===== config.mk =====
export PLATFORM = sky130hd
export DESIGN_NAME = axis_frame_source_flat
export DESIGN_NICKNAME = d
export VERILOG_FILES = /design/src/rtl/axis_src_pkg.sv /design/src/rtl/axis_frame_source_if.sv /design/src/rtl/axis_pattern_gen.sv /design/src/rtl/axis_frame_source.sv /design/src/flat_wrapper.sv
export SDC_FILE = /design/constraint.sdc
export NUM_CORES = 1
export LEC_CHECK = 0
export BUFFER_PORTS_ARGS = -buffer_cell sky130_fd_sc_hd__buf_2
export CAP_MARGIN = 20
export CORE_MARGIN = 4
export CORE_UTILIZATION = 59
export DETAILED_ROUTE_END_ITERATION = 8
export PLACE_DENSITY = 0.79
export SLEW_MARGIN = 25
export SYNTH_ARGS = -nofsm -noshare
export SYNTH_HDL_FRONTEND = slang
export SYNTH_SLANG_ARGS = --single-unit

===== constraint.sdc =====
create_clock -name clk -period 6.3 [get_ports clk]
set_input_delay 0.945 -clock clk [delete_from_list [all_inputs] [get_ports clk]]
set_output_delay 0.945 -clock clk [all_outputs]
set_load 0.05 [all_outputs]

===== src/rtl/axis_src_pkg.sv =====
// rtl/axis_src_pkg.sv - shared types and constants for the AXIS frame source
package axis_src_pkg;

    typedef enum logic [1:0] {
        PAT_INDEX = 2'd0,
        PAT_LFSR  = 2'd1,
        PAT_FRAME = 2'd2,
        PAT_CONST = 2'd3
    } pat_mode_t;

    typedef enum logic [1:0] {
        IDLE = 2'd0,
        SEND = 2'd1,
        GAP  = 2'd2
    } state_t;

    localparam logic [15:0] LFSR_SEED  = 16'hACE1;
    localparam logic [15:0] LFSR_TAPS  = 16'hB400;
    localparam logic [15:0] CONST_WORD = 16'hA5A5;

    // Fibonacci step: parity of the tapped bits shifts in at the bottom
    function automatic logic [15:0] lfsr_step(input logic [15:0] s);
        return {s[14:0], ^(s & LFSR_TAPS)};
    endfunction

endpackage


===== src/rtl/axis_frame_source_if.sv =====
// rtl/axis_frame_source_if.sv - AXI-Stream beat interface of the frame source
interface axis_frame_source_if #(
    parameter int DW = 16
);
    logic [DW-1:0] tdata;
    logic          tvalid;
    logic          tlast;
    logic          tready;

    modport master (output tdata, output tvalid, output tlast, input tready);
    modport slave  (input tdata, input tvalid, input tlast, output tready);
endinterface


===== src/rtl/axis_pattern_gen.sv =====
// rtl/axis_pattern_gen.sv - next data word for the frame source, owns the LFSR
module axis_pattern_gen
    import axis_src_pkg::*;
(
    input  logic        clk,
    input  logic        rst,
    input  pat_mode_t   mode,
    input  logic [15:0] beat,
    input  logic [7:0]  frame_lo,
    input  logic        seed_load,
    input  logic        advance,
    output logic [15:0] word
);

    logic [15:0] lfsr_q;
    logic [15:0] lfsr_d;

    // Word reflects the post-update LFSR so the loaded beat matches the step just taken
    always_comb begin
        lfsr_d = lfsr_q;
        if (seed_load) begin
            lfsr_d = LFSR_SEED;
        end else if (advance) begin
            lfsr_d = lfsr_step(lfsr_q);
        end
        case (mode)
            PAT_INDEX: word = beat;
            PAT_LFSR:  word = lfsr_d;
            PAT_FRAME: word = {frame_lo, beat[7:0]};
            PAT_CONST: word = CONST_WORD;
            default:   word = '0;
        endcase
    end

    always_ff @(posedge clk) begin
        if (rst) begin
            lfsr_q <= LFSR_SEED;
        end else begin
            lfsr_q <= lfsr_d;
        end
    end

endmodule


===== src/rtl/axis_frame_source.sv =====
// rtl/axis_frame_source.sv - programmable AXIS frame transmitter with gaps and backpressure
module axis_frame_source
    import axis_src_pkg::*;
#(
    parameter int DW = 16,
    parameter int LW = 12,
    parameter int DD = 2048,
    parameter int GW = 8
) (
    input  logic                clk,
    input  logic                rst,
    input  logic                start,
    input  logic                stop,
    input  logic [1:0]          mode,
    input  logic [LW:0]         frame_len,
    input  logic [GW-1:0]       gap_len,
    input  logic [15:0]         num_frames,
    axis_frame_source_if.master m,
    output logic                busy,
    output logic                done,
    output logic [15:0]         frame_cnt
);

    localparam logic [LW:0]   DD_L    = (LW+1)'(DD);
    localparam logic [LW:0]   ONE_L   = 1;
    localparam logic [GW-1:0] GAP_ONE = 1;

    state_t        state_q, state_d;
    pat_mode_t     mode_q, mode_d;
    logic [LW:0]   len_q, len_d;
    logic [GW-1:0] gap_q, gap_d;
    logic [15:0]   nf_q, nf_d;
    logic [LW:0]   beat_q, beat_d;
    logic [15:0]   fc_q, fc_d;
    logic [GW-1:0] gap_cnt_q, gap_cnt_d;
    logic          stop_pend_q, stop_pend_d;
    logic [15:0]   tdata_q, tdata_d;
    logic          tvalid_q, tvalid_d;
    logic          tlast_q, tlast_d;
    logic          busy_q, busy_d;
    logic          done_q, done_d;

    logic [LW:0]   len_in;
    logic [LW:0]   beat_inc;
    logic [15:0]   fc_inc;
    logic          xfer;
    pat_mode_t     pg_mode;
    logic [15:0]   pg_beat;
    logic [15:0]   pg_frame;
    logic          pg_seed;
    logic          pg_adv;
    logic [15:0]   pg_word;

    axis_pattern_gen u_pat (
        .clk       (clk),
        .rst       (rst),
        .mode      (pg_mode),
        .beat      (pg_beat),
        .frame_lo  (pg_frame[7:0]),
        .seed_load (pg_seed),
        .advance   (pg_adv),
        .word      (pg_word)
    );

    assign len_in   = (frame_len == '0 || frame_len > DD_L) ? DD_L : frame_len;
    assign beat_inc = beat_q + ONE_L;
    assign fc_inc   = fc_q + 16'd1;
    assign xfer     = tvalid_q && m.tready;

    always_comb begin
        state_d     = state_q;
        mode_d      = mode_q;
        len_d       = len_q;
        gap_d       = gap_q;
        nf_d        = nf_q;
        beat_d      = beat_q;
        fc_d        = fc_q;
        gap_cnt_d   = gap_cnt_q;
        stop_pend_d = stop_pend_q;
        tdata_d     = tdata_q;
        tvalid_d    = tvalid_q;
        tlast_d     = tlast_q;
        busy_d      = busy_q;
        done_d      = 1'b0;
        pg_mode     = mode_q;
        pg_beat     = 16'(beat_q);
        pg_frame    = fc_q;
        pg_seed     = 1'b0;
        pg_adv      = 1'b0;

        case (state_q)
            IDLE: begin
                if (start) begin
                    mode_d      = pat_mode_t'(mode);
                    len_d       = len_in;
                    gap_d       = gap_len;
                    nf_d        = num_frames;
                    fc_d        = '0;
                    beat_d      = '0;
                    stop_pend_d = 1'b0;
                    pg_mode     = pat_mode_t'(mode);
                    pg_beat     = '0;
                    pg_frame    = '0;
                    pg_seed     = 1'b1;
                    tdata_d     = pg_word;
                    tvalid_d    = 1'b1;
                    tlast_d     = (len_in == ONE_L);
                    busy_d      = 1'b1;
                    state_d     = SEND;
                end
            end
            SEND: begin
                if (stop) begin
                    stop_pend_d = 1'b1;
                end
                if (xfer) begin
                    pg_adv = 1'b1;
                    if (tlast_q) begin
                        fc_d = fc_inc;
                        // A stop arriving on the last beat itself still ends the run here
                        if ((nf_q != '0 && fc_inc == nf_q) || stop_pend_q || stop) begin
                            state_d     = IDLE;
                            tvalid_d    = 1'b0;
                            tlast_d     = 1'b0;
                            busy_d      = 1'b0;
                            done_d      = 1'b1;
                            stop_pend_d = 1'b0;
                        end else if (gap_q == '0) begin
                            beat_d   = '0;
                            pg_beat  = '0;
                            pg_frame = fc_inc;
                            tdata_d  = pg_word;
                            tlast_d  = (len_q == ONE_L);
                        end else begin
                            state_d   = GAP;
                            tvalid_d  = 1'b0;
                            tlast_d   = 1'b0;
                            gap_cnt_d = gap_q;
                        end
                    end else begin
                        beat_d  = beat_inc;
                        pg_beat = 16'(beat_inc);
                        tdata_d = pg_word;
                        tlast_d = (beat_inc == len_q - ONE_L);
                    end
                end
            end
            GAP: begin
                if (stop || stop_pend_q) begin
                    state_d     = IDLE;
                    busy_d      = 1'b0;
                    done_d      = 1'b1;
                    stop_pend_d = 1'b0;
                end else if (gap_cnt_q <= GAP_ONE) begin
                    state_d  = SEND;
                    beat_d   = '0;
                    pg_beat  = '0;
                    tdata_d  = pg_word;
                    tvalid_d = 1'b1;
                    tlast_d  = (len_q == ONE_L);
                end else begin
                    gap_cnt_d = gap_cnt_q - GAP_ONE;
                end
            end
            default: begin
                state_d = IDLE;
            end
        endcase
    end

    always_ff @(posedge clk) begin
        if (rst) begin
            state_q     <= IDLE;
            mode_q      <= PAT_INDEX;
            len_q       <= '0;
            gap_q       <= '0;
            nf_q        <= '0;
            beat_q      <= '0;
            fc_q        <= '0;
            gap_cnt_q   <= '0;
            stop_pend_q <= 1'b0;
            tdata_q     <= '0;
            tvalid_q    <= 1'b0;
            tlast_q     <= 1'b0;
            busy_q      <= 1'b0;
            done_q      <= 1'b0;
        end else begin
            state_q     <= state_d;
            mode_q      <= mode_d;
            len_q       <= len_d;
            gap_q       <= gap_d;
            nf_q        <= nf_d;
            beat_q      <= beat_d;
            fc_q        <= fc_d;
            gap_cnt_q   <= gap_cnt_d;
            stop_pend_q <= stop_pend_d;
            tdata_q     <= tdata_d;
            tvalid_q    <= tvalid_d;
            tlast_q     <= tlast_d;
            busy_q      <= busy_d;
            done_q      <= done_d;
        end
    end

    assign m.tdata   = DW'(tdata_q);
    assign m.tvalid  = tvalid_q;
    assign m.tlast   = tlast_q;
    assign busy      = busy_q;
    assign done      = done_q;
    assign frame_cnt = fc_q;

endmodule


===== src/flat_wrapper.sv =====
// flat-port wrapper written by rule: the top's interface ports become plain ports
module axis_frame_source_flat import axis_src_pkg::*;
#(
    parameter int DW = 16,
    parameter int LW = 12,
    parameter int DD = 2048,
    parameter int GW = 8
)
  (clk, rst, start, stop, mode, frame_len, gap_len, num_frames, busy, done, frame_cnt, m_tdata, m_tvalid, m_tlast, m_tready);
  axis_frame_source_if #(.DW(DW)) m_i ();
  input  logic clk;
  input  logic rst;
  input  logic start;
  input  logic stop;
  input  logic [1:0] mode;
  input  logic [LW:0] frame_len;
  input  logic [GW-1:0] gap_len;
  input  logic [15:0] num_frames;
  output logic busy;
  output logic done;
  output logic [15:0] frame_cnt;
  output wire logic [$bits(m_i.tdata)-1:0] m_tdata;
  output wire logic [$bits(m_i.tvalid)-1:0] m_tvalid;
  output wire logic [$bits(m_i.tlast)-1:0] m_tlast;
  input wire logic [$bits(m_i.tready)-1:0] m_tready;
  assign m_tdata = m_i.tdata;
  assign m_tvalid = m_i.tvalid;
  assign m_tlast = m_i.tlast;
  assign m_i.tready = m_tready;
  axis_frame_source #(.DW(DW), .LW(LW), .DD(DD), .GW(GW)) u_core (.clk(clk), .rst(rst), .start(start), .stop(stop), .mode(mode), .frame_len(frame_len), .gap_len(gap_len), .num_frames(num_frames), .m(m_i), .busy(busy), .done(done), .frame_cnt(frame_cnt));
endmodule

==> impl_metrics.ini, run 1 <==
[power_and_ir_drop]
cellLeakagePower_nw = 3.02
cellPowerDensity_nw_per_um2 = 403
worst_vdd_rail_ir_drop_uv = 297

[logic_synthesis]
netlist.top_cell.by_area = sky130_fd_sc_hd__dfxtp_1
synth_cell_type_count = 71
yosysWarningCount = 0
ys_seq_area_share_pct = 35.4
synth_seq_cells = 115
postSynthCellCount = 826
netlist_top_cells_area = sky130_fd_sc_hd__dfxtp_1 35%, sky130_fd_sc_hd__nand2_1 7.3%, sky130_fd_sc_hd__nor2_1 5.9%
post-synth-top-count-cell = sky130_fd_sc_hd__nand2_1
post_synth.cell_area_avg_sq_um = 7.88
async_reset_ff_share_pct = 0
syn_nets = 880
yosysTopAreaCellShare_pct = 35.4
syn_area_sq_um = 6510
yosys-top-cells-count = 127 x sky130_fd_sc_hd__nand2_1, 115 x sky130_fd_sc_hd__dfxtp_1, 102 x sky130_fd_sc_hd__nor2_1
synth_edf_count = 0
dominantRegCellSynth = sky130_fd_sc_hd__dfxtp_1

[timing]
final_max_slew_viol_count = 0
grt_setup_unrepaired = no
slew-limit-headroom_pct = 34.5
setup-tns-final_ps = 0
worst_pin_slew_ps = 980
max_freq_ghz = 0.272
hold_violations = 0
min_cycle_time_layout_ps = 3670
finalSetupViolations = 0
skew_ps = 7.70
post-route-period-util_pct = 58.3

[setup_path]
crit_path_end_kind = register
start_kind = register
path_max_fanout = 24
cp_data_required_time_ps = 6730
cp_data_arrival_time_ps = 4100
worstRegToRegCells = 8
worstSetupPathType = reg2reg

[grt]
grt_start_max_net_pins = 98
grt_pass1_vias = 6023
grt.total_usage_pct = 29.1
grt_pass1_wl_mm = 30.1
grt_antenna_before_repair = 0
grt.overflow.total = 0

[clocking]
worst_skew_pair.late_latency_ps = 540
root_buffer = sky130_fd_sc_hd__clkbuf_8
clockBufferDepth = 2
clock_sink_count = 115
cts.clk_slew.worst_paths_ps = 60
cts_tree = done
cts.repair.resized = 0
cts-buffers-inserted = 17
cts_hold_buf = 0
htree_levels = 4
cts_setup_buffers = 0

[floorplanning]
core_area_sq_um = 10800
design.die.area_sq_um = 12800
floorplan.initialDensity_pct = 60.1
boundaryPins = 80
fp.dieW_um = 113
die-height_um = 113
placementRows = 38

[routing]
postRouteWirelength_mm = 18.3
num_vias = 6455
ratio_of_routed_vias_to_standard_cells = 6.27
antenna_left = 0
firstDrtPassIters = 6
wire_per_inst_um = 17.8
drc_errors = 0
drtIter0Drc = 743

[placement]
gp_routability_congestion = 0.935
place.port_buffers = 79
dp.final_hpwl_mm = 12.5
dpl_cell_area_sq_um = 6870

[min_path]
min-delay-path-class = reg2reg
min_delay_path_depth = 2

[outcome]
run_status = finished clean

[cells_and_area]
share_of_cells_above_drive_strength_1_pct = 15.7
synthesis_to_layout_area_growth_pct = 15.8
post-route-cell-area_sq_um = 7540
nets = 931
antenna_cells_inserted = 0

[run]
maxCapViolCount = 0
[flip-flops by register name, indices dropped and copies added (netlist names)]
name / count
u_core.m.tlast: 1
u_core.beat_q: 13
u_core.busy: 1
u_core.m.tdata: 16
u_core.mode_q: 2
u_core.done: 1
u_core.frame_cnt: 16
u_core.gap_cnt_q: 8
u_core.u_pat.lfsr_q: 16
u_core.gap_q: 8
u_core.len_q: 13
u_core.state_q: 2
u_core.stop_pend_q: 1
u_core.m.tvalid: 1
u_core.nf_q: 16
[report_power, final]
| group | switching (mW) | internal [mW] | total, mW | leakage (nW) |
|---|---|---|---|---|
| Combinational | 0.700 | 0.319 | 1.02 | 1.77 |
| Sequential | 0.0956 | 0.825 | 0.920 | 0.936 |
| Clock | 0.369 | 0.727 | 1.10 | 0.319 |
[kinds of logic (layout without fill, tap and decap cells)]
logic type,count (synthesis),after routing,synth area share [%]
adders and majority gates,10,10,1.92
DFF,115,115,35.4
xor gates and xnor gates,57,57,7.78
and+or+nand+nor,357,357,25.7
buffers and inverters,71,135,5.02
muxes,31,31,4.79
AOI/OAI and AO/OA,185,185,19.4
[area by class of cell]
class,count,area [sq um]
Multi-Input combinational cell,640,3890
Timing Repair Buffer,84,437
Sequential cell,115,2300
Tap cell,140,175
Clock buffer,17,414
Clock inverter,15,253
Fill cell,888,3300
Inverter,19,71.3
[metrics by stage]
step / setup WS, ps / util, % / power (mW) / instances / hold slack [ps]
6_report: 2630 / 69.5 / 3.03 / 1030 / 472
2_1_floorplan: 3070 / - / 1.72 / 826 / 443
5_1_grt: 2380 / 69.5 / 3.18 / 1030 / 492
3_5_place_dp: 2720 / 63.4 / 1.92 / 998 / 465
4_1_cts: 2810 / 69.5 / 3.03 / 1030 / 474
3_3_place_gp: 2850 / 63.3 / 1.89 / 998 / 450
[cell usage in the layout (no fill, tap or decap), types with 10 or more instances in the layout]
cell | synthesis | routed
sky130_fd_sc_hd__a21oi_1 | 65 | 65
sky130_fd_sc_hd__dfxtp_1 | 115 | 115
sky130_fd_sc_hd__ha_1 | 10 | 10
sky130_fd_sc_hd__xor2_1 | 16 | 16
sky130_fd_sc_hd__mux2i_1 | 30 | 30
sky130_fd_sc_hd__nand4_1 | 14 | 14
sky130_fd_sc_hd__o21ai_0 | 22 | 22
sky130_fd_sc_hd__nand2_1 | 127 | 127
sky130_fd_sc_hd__buf_2 | 3 | 79
sky130_fd_sc_hd__inv_1 | 18 | 18
sky130_fd_sc_hd__a22oi_1 | 11 | 11
sky130_fd_sc_hd__a31oi_1 | 16 | 16
sky130_fd_sc_hd__nor3_1 | 18 | 17
sky130_fd_sc_hd__nand3_1 | 23 | 23
sky130_fd_sc_hd__nor2_1 | 102 | 102
sky130_fd_sc_hd__xnor2_1 | 40 | 40
sky130_fd_sc_hd__nor4_1 | 19 | 19
sky130_fd_sc_hd__clkbuf_16 | 0 | 16
[path summary, 6_finish.rpt]
path | from | endpoint | slack [ps]
setup / recovery | u_core.state_q[1]$_SDFFE_PP0P_ | u_core.frame_cnt[12]$_SDFFE_PP0P_ | 2630
hold / removal | u_core.gap_q[7]$_SDFFE_PP0P_ | u_core.gap_q[7]$_SDFFE_PP0P_ | 470
setup reg to reg | u_core.state_q[1]$_SDFFE_PP0P_ | u_core.frame_cnt[12]$_SDFFE_PP0P_ | 2630
hold reg to reg | u_core.gap_q[7]$_SDFFE_PP0P_ | u_core.gap_q[7]$_SDFFE_PP0P_ | 470
[routing by layer]
layer / part of all wire (%) / vias up / GRT usage, % / routed length (um)
met1: 42 / 3048 / 37.9 / 7670
li1: - / 3054 / - / -
met3: 7.9 / 64 / 6.15 / 1450
met2: 47 / 289 / 46.9 / 8670
met4: 3.0 / 0 / 12.0 / 558
met5: 0 / - / 0 / 0
[worst max-delay path, cell delays in order (launching register included)]
cell and delay (ps):
sky130_fd_sc_hd__dfxtp_1 340, sky130_fd_sc_hd__inv_1 80, sky130_fd_sc_hd__ha_1 740, sky130_fd_sc_hd__clkinv_1 480
sky130_fd_sc_hd__o21ai_1 650, sky130_fd_sc_hd__nor2_1 270, sky130_fd_sc_hd__o21ai_1 420, sky130_fd_sc_hd__inv_1 220
sky130_fd_sc_hd__a311oi_1 360
No activity file was read; power rests on OpenSTA's default activity.
==> inputs of run 2 (changes only) <==
- ABC_AREA: unset -> 1
- clock period: 6.3 -> 3.67 ns (I/O delays scaled with it)
==> run 2 against run 1 <==
Combinational power is 140% higher; routed wire length is 0.82% lower; sequential power is 89% higher.
==> impl_metrics.ini, run 2 <==
[cells_and_area]
fillers = 967
nets = 1152
final_non_filler_cell_total = 1251
share_of_cells_above_drive_strength_1_pct = 12.9
layout_common_cells = 236 x sky130_fd_sc_hd__nand2_1, 131 x sky130_fd_sc_hd__nor2_1, 115 x sky130_fd_sc_hd__dfxtp_1
antenna_cells_inserted = 0
most_common_cell_after_layout_fill_and_taps_aside = sky130_fd_sc_hd__nand2_1
synthesis_to_layout_area_growth_pct = 15.8
post-route-cell-area_sq_um = 7720

[clocking]
cts.repair.resized = 0
cts-buffers-inserted = 17
cts_tree = done
cts_hold_buf = 0
root_buffer = sky130_fd_sc_hd__clkbuf_16
clockBufferDepth = 2
cts_setup_buffers = 0
cts.clk_slew.worst_paths_ps = 50
clock_sink_count = 115
htree_levels = 4
worst_skew_pair.late_latency_ps = 430

[logic_synthesis]
syn_nets = 1086
postSynthCellCount = 1032
netlist_top_cells_area = sky130_fd_sc_hd__dfxtp_1 35%, sky130_fd_sc_hd__nand2_1 13%, sky130_fd_sc_hd__a21oi_1 7.4%
syn_area_sq_um = 6670
netlist.top_cell.by_area = sky130_fd_sc_hd__dfxtp_1
synth_seq_cells = 115
ys_seq_area_share_pct = 34.5
synth_edf_count = 0
synth_cell_type_count = 46
yosysTopAreaCellShare_pct = 34.5
post_synth.cell_area_avg_sq_um = 6.46
async_reset_ff_share_pct = 0
yosys-top-cells-count = 236 x sky130_fd_sc_hd__nand2_1, 132 x sky130_fd_sc_hd__nor2_1, 115 x sky130_fd_sc_hd__dfxtp_1
yosysWarningCount = 0
post-synth-top-count-cell = sky130_fd_sc_hd__nand2_1
dominantRegCellSynth = sky130_fd_sc_hd__dfxtp_1

[setup_path]
worstRegToRegCells = 16
minimum_setup_slack_among_reg_to_reg_paths_ps = 790
crit_path_end_kind = register
cp_data_required_time_ps = 3980
start_kind = register
worstSetupPathType = reg2reg
critical_path.cell_chain = ha_1, nand2_1, nor2_4, nand3_1, nand3_1, nand2_1, nor2_1, nand3_1, nor2_1, nand3_2, nand2_2, nand2_1, nand2_1, inv_1, o21ai_0, a21oi_1
timing.rr.end = u_core.gap_cnt_q[3]$_SDFFE_PP0P_
path_max_fanout = 11
slowest_delay_ps = 470
critical_path.reg2reg.startpoint = u_core.frame_cnt[1]$_SDFFE_PP0P_
crit_path_start = u_core.frame_cnt[1]$_SDFFE_PP0P_
worstSetupEndpoint = u_core.gap_cnt_q[3]$_SDFFE_PP0P_
worst_path_max_delay_cell = sky130_fd_sc_hd__dfxtp_1
cp_data_arrival_time_ps = 3190
critical-path-top-cell-by-count = sky130_fd_sc_hd__nand2_1

[placement]
dpl_cell_area_sq_um = 7110
place.port_buffers = 79
gp_routability_congestion = 0.936
dp.final_hpwl_mm = 13.0
dpl.cell_count = 1219

[power_and_ir_drop]
cellLeakagePower_nw = 3.32
worst_vdd_rail_ir_drop_uv = 493
cellPowerDensity_nw_per_um2 = 770

[grt]
grt_pass1_wl_mm = 30.0
grt_start_max_net_pins = 47
grt_antenna_before_repair = 0
grt.total_usage_pct = 28.6
grt_pass1_vias = 6305
grt.overflow.total = 0

[floorplanning]
boundaryPins = 80
core_area_sq_um = 10900
floorplan.initialDensity_pct = 61.0
placementRows = 38
design.die.area_sq_um = 13100
fp.dieW_um = 114
die-height_um = 114

[timing]
skew_ps = 5.31
fin_hold_ws_ps = 373
finalSetupViolations = 0
max_freq_ghz = 0.347
slew-limit-headroom_pct = 43.5
min_cycle_time_layout_ps = 2880
hold_violations = 0
post-route-period-util_pct = 78.5
final_max_slew_viol_count = 0
setup-tns-final_ps = 0
worst_pin_slew_ps = 842
grt_setup_unrepaired = no

[routing]
num_vias = 7067
firstDrtPassIters = 7
drc_errors = 0
ratio_of_routed_vias_to_standard_cells = 5.65
antenna_left = 0
drtIter0Drc = 722
wire_per_inst_um = 14.5
postRouteWirelength_mm = 18.2

[min_path]
min-delay-path-class = in2reg

[outcome]
run_status = finished clean

[run]
maxCapViolCount = 0
## run 2: cell count changes after synthesis, sizes merged, moves of 16 or more
cell	previous run	this run
o21ai	25	100
xnor2	40	10
nor4	20	4
nand3	23	92
mux2i	30	0
nor2	102	141
inv	18	97
a21oi	65	101
a31oi	16	0
nand2	127	238
## run 2: kinds of logic (layout without fill, tap and decap cells)
logic type / Yosys count / in the layout / synth area share [%]
flip-flops: 115 / 115 / 34.5
AO/OA/AOI/OAI: 231 / 231 / 19.0
AND/OR/NAND/NOR: 514 / 514 / 32.9
adder cells (fa/ha/maj): 10 / 10 / 1.88
XOR/XNOR: 23 / 23 / 3.23
buffers and inverters: 139 / 218 / 8.52
## run 2: worst min-delay path by stage
stage,from,to,slack (ps),cells after the start
2_1_floorplan,u_core.gap_q[7]$_SDFFE_PP0P_,u_core.gap_q[7]$_SDFFE_PP0P_,440,2
3_3_place_gp,u_core.m.tdata[11]$_SDFFE_PP0P_,u_core.m.tdata[11]$_SDFFE_PP0P_,450,2
3_5_place_dp,u_core.m.tdata[14]$_SDFFE_PP0P_,u_core.m.tdata[14]$_SDFFE_PP0P_,450,2
4_1_cts,gap_len[2],u_core.gap_q[2]$_SDFFE_PP0P_,360,3
5_1_grt,num_frames[1],u_core.nf_q[1]$_SDFFE_PP0P_,400,3
6_report,gap_len[2],u_core.gap_q[2]$_SDFFE_PP0P_,370,3
## run 2: layer usage
metal | GRT usage, % | vias to the layer above | share of wire [%]
li1 | - | 3555 | -
met2 | 45.2 | 276 | 46
met1 | 38.6 | 3201 | 44
met3 | 5.02 | 35 | 7.5
met5 | 0 | - | 0
met4 | 11.6 | 0 | 2.0
## run 2: critical path: cells and delay by family (launching register included)
kind	cells	cell delay, ps
fa+ha+maj	1	280
simple gates	12	1600
compound gates	2	240
buf+inv	1	170
flops	1	470
## run 2: final cells by class
type                       count  area (sq um)  area share (%)
clock buffer                  24           492            6.37
multi-input combinational    778          3800            49.2
tap                          140           175            2.27
clock inverter                 8           124            1.60
inverter                      98           368            4.76
sequential                   115          2300            29.8
timing repair buffer          88           463            5.99
## run 2: power breakdown
group | total (mW) | leakage (nW) | switching (mW) | internal [mW]
combinational | 2.48 | 2.08 | 1.71 | 0.777
clock | 1.72 | 0.296 | 0.579 | 1.14
sequential | 1.74 | 0.941 | 0.235 | 1.51
## run 2: per-stage QoR
stage	util (%)	setup WS, ps	power (mW)
floorplan	-	1100	3.69
global placement	65.0	916	4.17
detailed placement	65.0	909	4.21
CTS	70.6	856	5.94
global route	70.6	524	6.35
finish	70.6	791	5.94
==> inputs of run 3 (changes only) <==
- CORE_UTILIZATION: 59 -> 53
- PLACE_DENSITY: 0.79 -> 0.75
- clock period: 3.67 -> 2.4 ns (I/O delays scaled with it)
==> run 3 against run 2 <==
Die area rose by 11%; clock skew rose by 2.1 ps; flip-flop and latch count did not move; routed wire length rose by 8.1%; combinational power rose by 78%; count of clock-buffer cells in the layout fell by 6; clock power rose by 48%; core utilization fell by 1.7 points; cell area rose by 8.5%; cell count rose by 5.8%; critical path type unchanged.
==> impl_metrics.ini, run 3 (same netlist as run 2, synthesis figures left out) <==
[timing]
post-route-period-util_pct = 99.8
skew_ps = 7.44
slew-limit-headroom_pct = 59.3
hold_violations = 0
final_max_slew_viol_count = 0
setup_slack_ps = 4.26
grt_setup_unrepaired = yes
finalSetupViolations = 0
fin_hold_ws_ps = 187
worst_pin_slew_ps = 611
min_cycle_time_layout_ps = 2400
max_freq_ghz = 0.417

[outcome]
run_status = finished clean

[grt]
gr-usage-met1_pct = 35.3
grt.overflow.total = 0
grt_start_max_net_pins = 64
layer_carrying_the_most_global_route_usage = met2
grt_pass1_vias = 6668
grt.total_usage_pct = 26.7
grt_util_met3_pct = 5.66
grt_antenna_before_repair = 0
gr-usage-met2_pct = 42.4
grt_pass1_wl_mm = 31.4

[routing]
num_vias = 7276
drc_errors = 0
wire_per_inst_um = 14.9
postRouteWirelength_mm = 19.7
firstDrtPassIters = 5
antenna_left = 0
drtIter0Drc = 708
ratio_of_routed_vias_to_standard_cells = 5.50

[clocking]
cts_hold_buf = 0
htree_levels = 4
cts-buffers-inserted = 17
root_buffer = sky130_fd_sc_hd__clkbuf_16
clock_sink_count = 115
cts_tree = done
cts.clk_slew.worst_paths_ps = 60
clockBufferDepth = 2
worst_skew_pair.late_latency_ps = 430

[min_path]
min_delay_path_depth = 3
min-delay-path-class = in2reg

[power_and_ir_drop]
cellPowerDensity_nw_per_um2 = 1150
worst_vdd_rail_ir_drop_uv = 748
cellLeakagePower_nw = 3.60
power.total_mw = 9.63

[cells_and_area]
multi_input_area_sq_um = 4020
most_common_cell_after_layout_fill_and_taps_aside = sky130_fd_sc_hd__nand2_1
synthesis_to_layout_area_growth_pct = 25.7
fillers = 1098
nets = 1196
post-route-cell-area_sq_um = 8380
share_of_cells_above_drive_strength_1_pct = 20.3
layout_common_cells = 229 x sky130_fd_sc_hd__nand2_1, 121 x sky130_fd_sc_hd__nor2_1, 106 x sky130_fd_sc_hd__dfxtp_1
final_non_filler_cell_total = 1323
register_area_sq_um = 2320
antenna_cells_inserted = 0

[floorplanning]
boundaryPins = 80
fp.dieW_um = 120
placementRows = 40
design.die.area_sq_um = 14400
core_area_sq_um = 12200
floorplan.initialDensity_pct = 54.8
die-height_um = 120

[setup_path]
worstSetupPathType = reg2reg
cp_data_required_time_ps = 2770
worstRegToRegCells = 17
path_max_fanout = 7
cp_data_arrival_time_ps = 2770
crit_path_end_kind = register
start_kind = register

[placement]
setup_slack_at_placement_ps = -0.621
dp.final_hpwl_mm = 13.5
gp_routability_congestion = 0.938
place.port_buffers = 79
dpl_cell_area_sq_um = 7410
dpl.cell_count = 1278

[run]
maxCapViolCount = 0
[run 3: cell types whose count changed in the layout (fill, tap and decap cells not counted), moves of 4 or more]
cell | before | now
sky130_fd_sc_hd__nand2_1 | 236 | 229
sky130_fd_sc_hd__dfxtp_1 | 115 | 106
sky130_fd_sc_hd__nand2_2 | 1 | 6
sky130_fd_sc_hd__nor2_1 | 131 | 121
sky130_fd_sc_hd__dfxtp_2 | 0 | 6
sky130_fd_sc_hd__clkinv_2 | 2 | 6
sky130_fd_sc_hd__clkbuf_8 | 4 | 0
sky130_fd_sc_hd__nand3_2 | 1 | 8
sky130_fd_sc_hd__buf_6 | 0 | 5
sky130_fd_sc_hd__nor2_4 | 2 | 10
sky130_fd_sc_hd__buf_4 | 9 | 40
sky130_fd_sc_hd__a21oi_1 | 99 | 93
sky130_fd_sc_hd__a21oi_2 | 2 | 8
sky130_fd_sc_hd__nand3_1 | 91 | 83
[run 3: layout make-up]
class,count,area share [%]
Clock buffer,18,5.12
Sequential cell,115,27.7
Multi-Input combinational cell,780,48.0
Tap cell,168,2.51
Inverter,98,4.44
Clock inverter,14,1.93
Timing Repair Buffer,130,10.3
[run 3: path summary, 6_finish.rpt]
| check | start | to | slack (ps) |
|---|---|---|---|
| worst min register to register | u_core.m.tdata[2]$_SDFFE_PP0P_ | u_core.m.tdata[2]$_SDFFE_PP0P_ | 460 |
| worst min-delay path | gap_len[0] | u_core.gap_q[0]$_SDFFE_PP0P_ | 190 |
| worst max-delay path | u_core.frame_cnt[3]$_SDFFE_PP0P_ | u_core.m.tdata[15]$_SDFFE_PP0P_ | 4 |
| worst max register to register | u_core.frame_cnt[3]$_SDFFE_PP0P_ | u_core.m.tdata[15]$_SDFFE_PP0P_ | 4 |
[run 3: timing repair]
action / in CTS / in global routing
setup endpoints to repair: 1 / 43
pin swaps: 0 / 35
resized for setup: 1 / 67
gates cloned: 0 / 6
buffers inserted: 0 / 7
[run 3: layer usage]
layer,part of all wire (%),up-vias
met4,2.9,0
met5,0,-
met1,44,3329
met3,6.1,48
li1,-,3646
met2,47,253
[run 3: critical path, stage by stage, from the launching register on]
cell and delay (ps):
sky130_fd_sc_hd__dfxtp_4 370, sky130_fd_sc_hd__buf_6 130, sky130_fd_sc_hd__clkinvlp_4 130, sky130_fd_sc_hd__nor2_4 190, sky130_fd_sc_hd__nand3_1 130, sky130_fd_sc_hd__nand2_2 90, sky130_fd_sc_hd__nand3_1 70, sky130_fd_sc_hd__nand2_1 80
sky130_fd_sc_hd__nand2_1 70, sky130_fd_sc_hd__nor2_2 130, sky130_fd_sc_hd__nand3_2 140, sky130_fd_sc_hd__nand2_4 120, sky130_fd_sc_hd__o21ai_4 70, sky130_fd_sc_hd__buf_6 160, sky130_fd_sc_hd__buf_6 120, sky130_fd_sc_hd__o211ai_1 130
sky130_fd_sc_hd__nand2_1 100, sky130_fd_sc_hd__nor2_1 110
[run 3: through the flow]
step / setup TNS, ps / utilization (%)
finish: 0 / 68.9
global route: -1900 / 68.9
CTS: 0 / 65.8
detailed placement: -0.621 / 60.9
global placement: 0 / 60.9
floorplan: 0 / -
[run 3: power by group]
group | switching, mW | internal, mW
clock | 0.919 | 1.62
combinational | 2.91 | 1.51
sequential | 0.344 | 2.32
total | 4.17 | 5.45
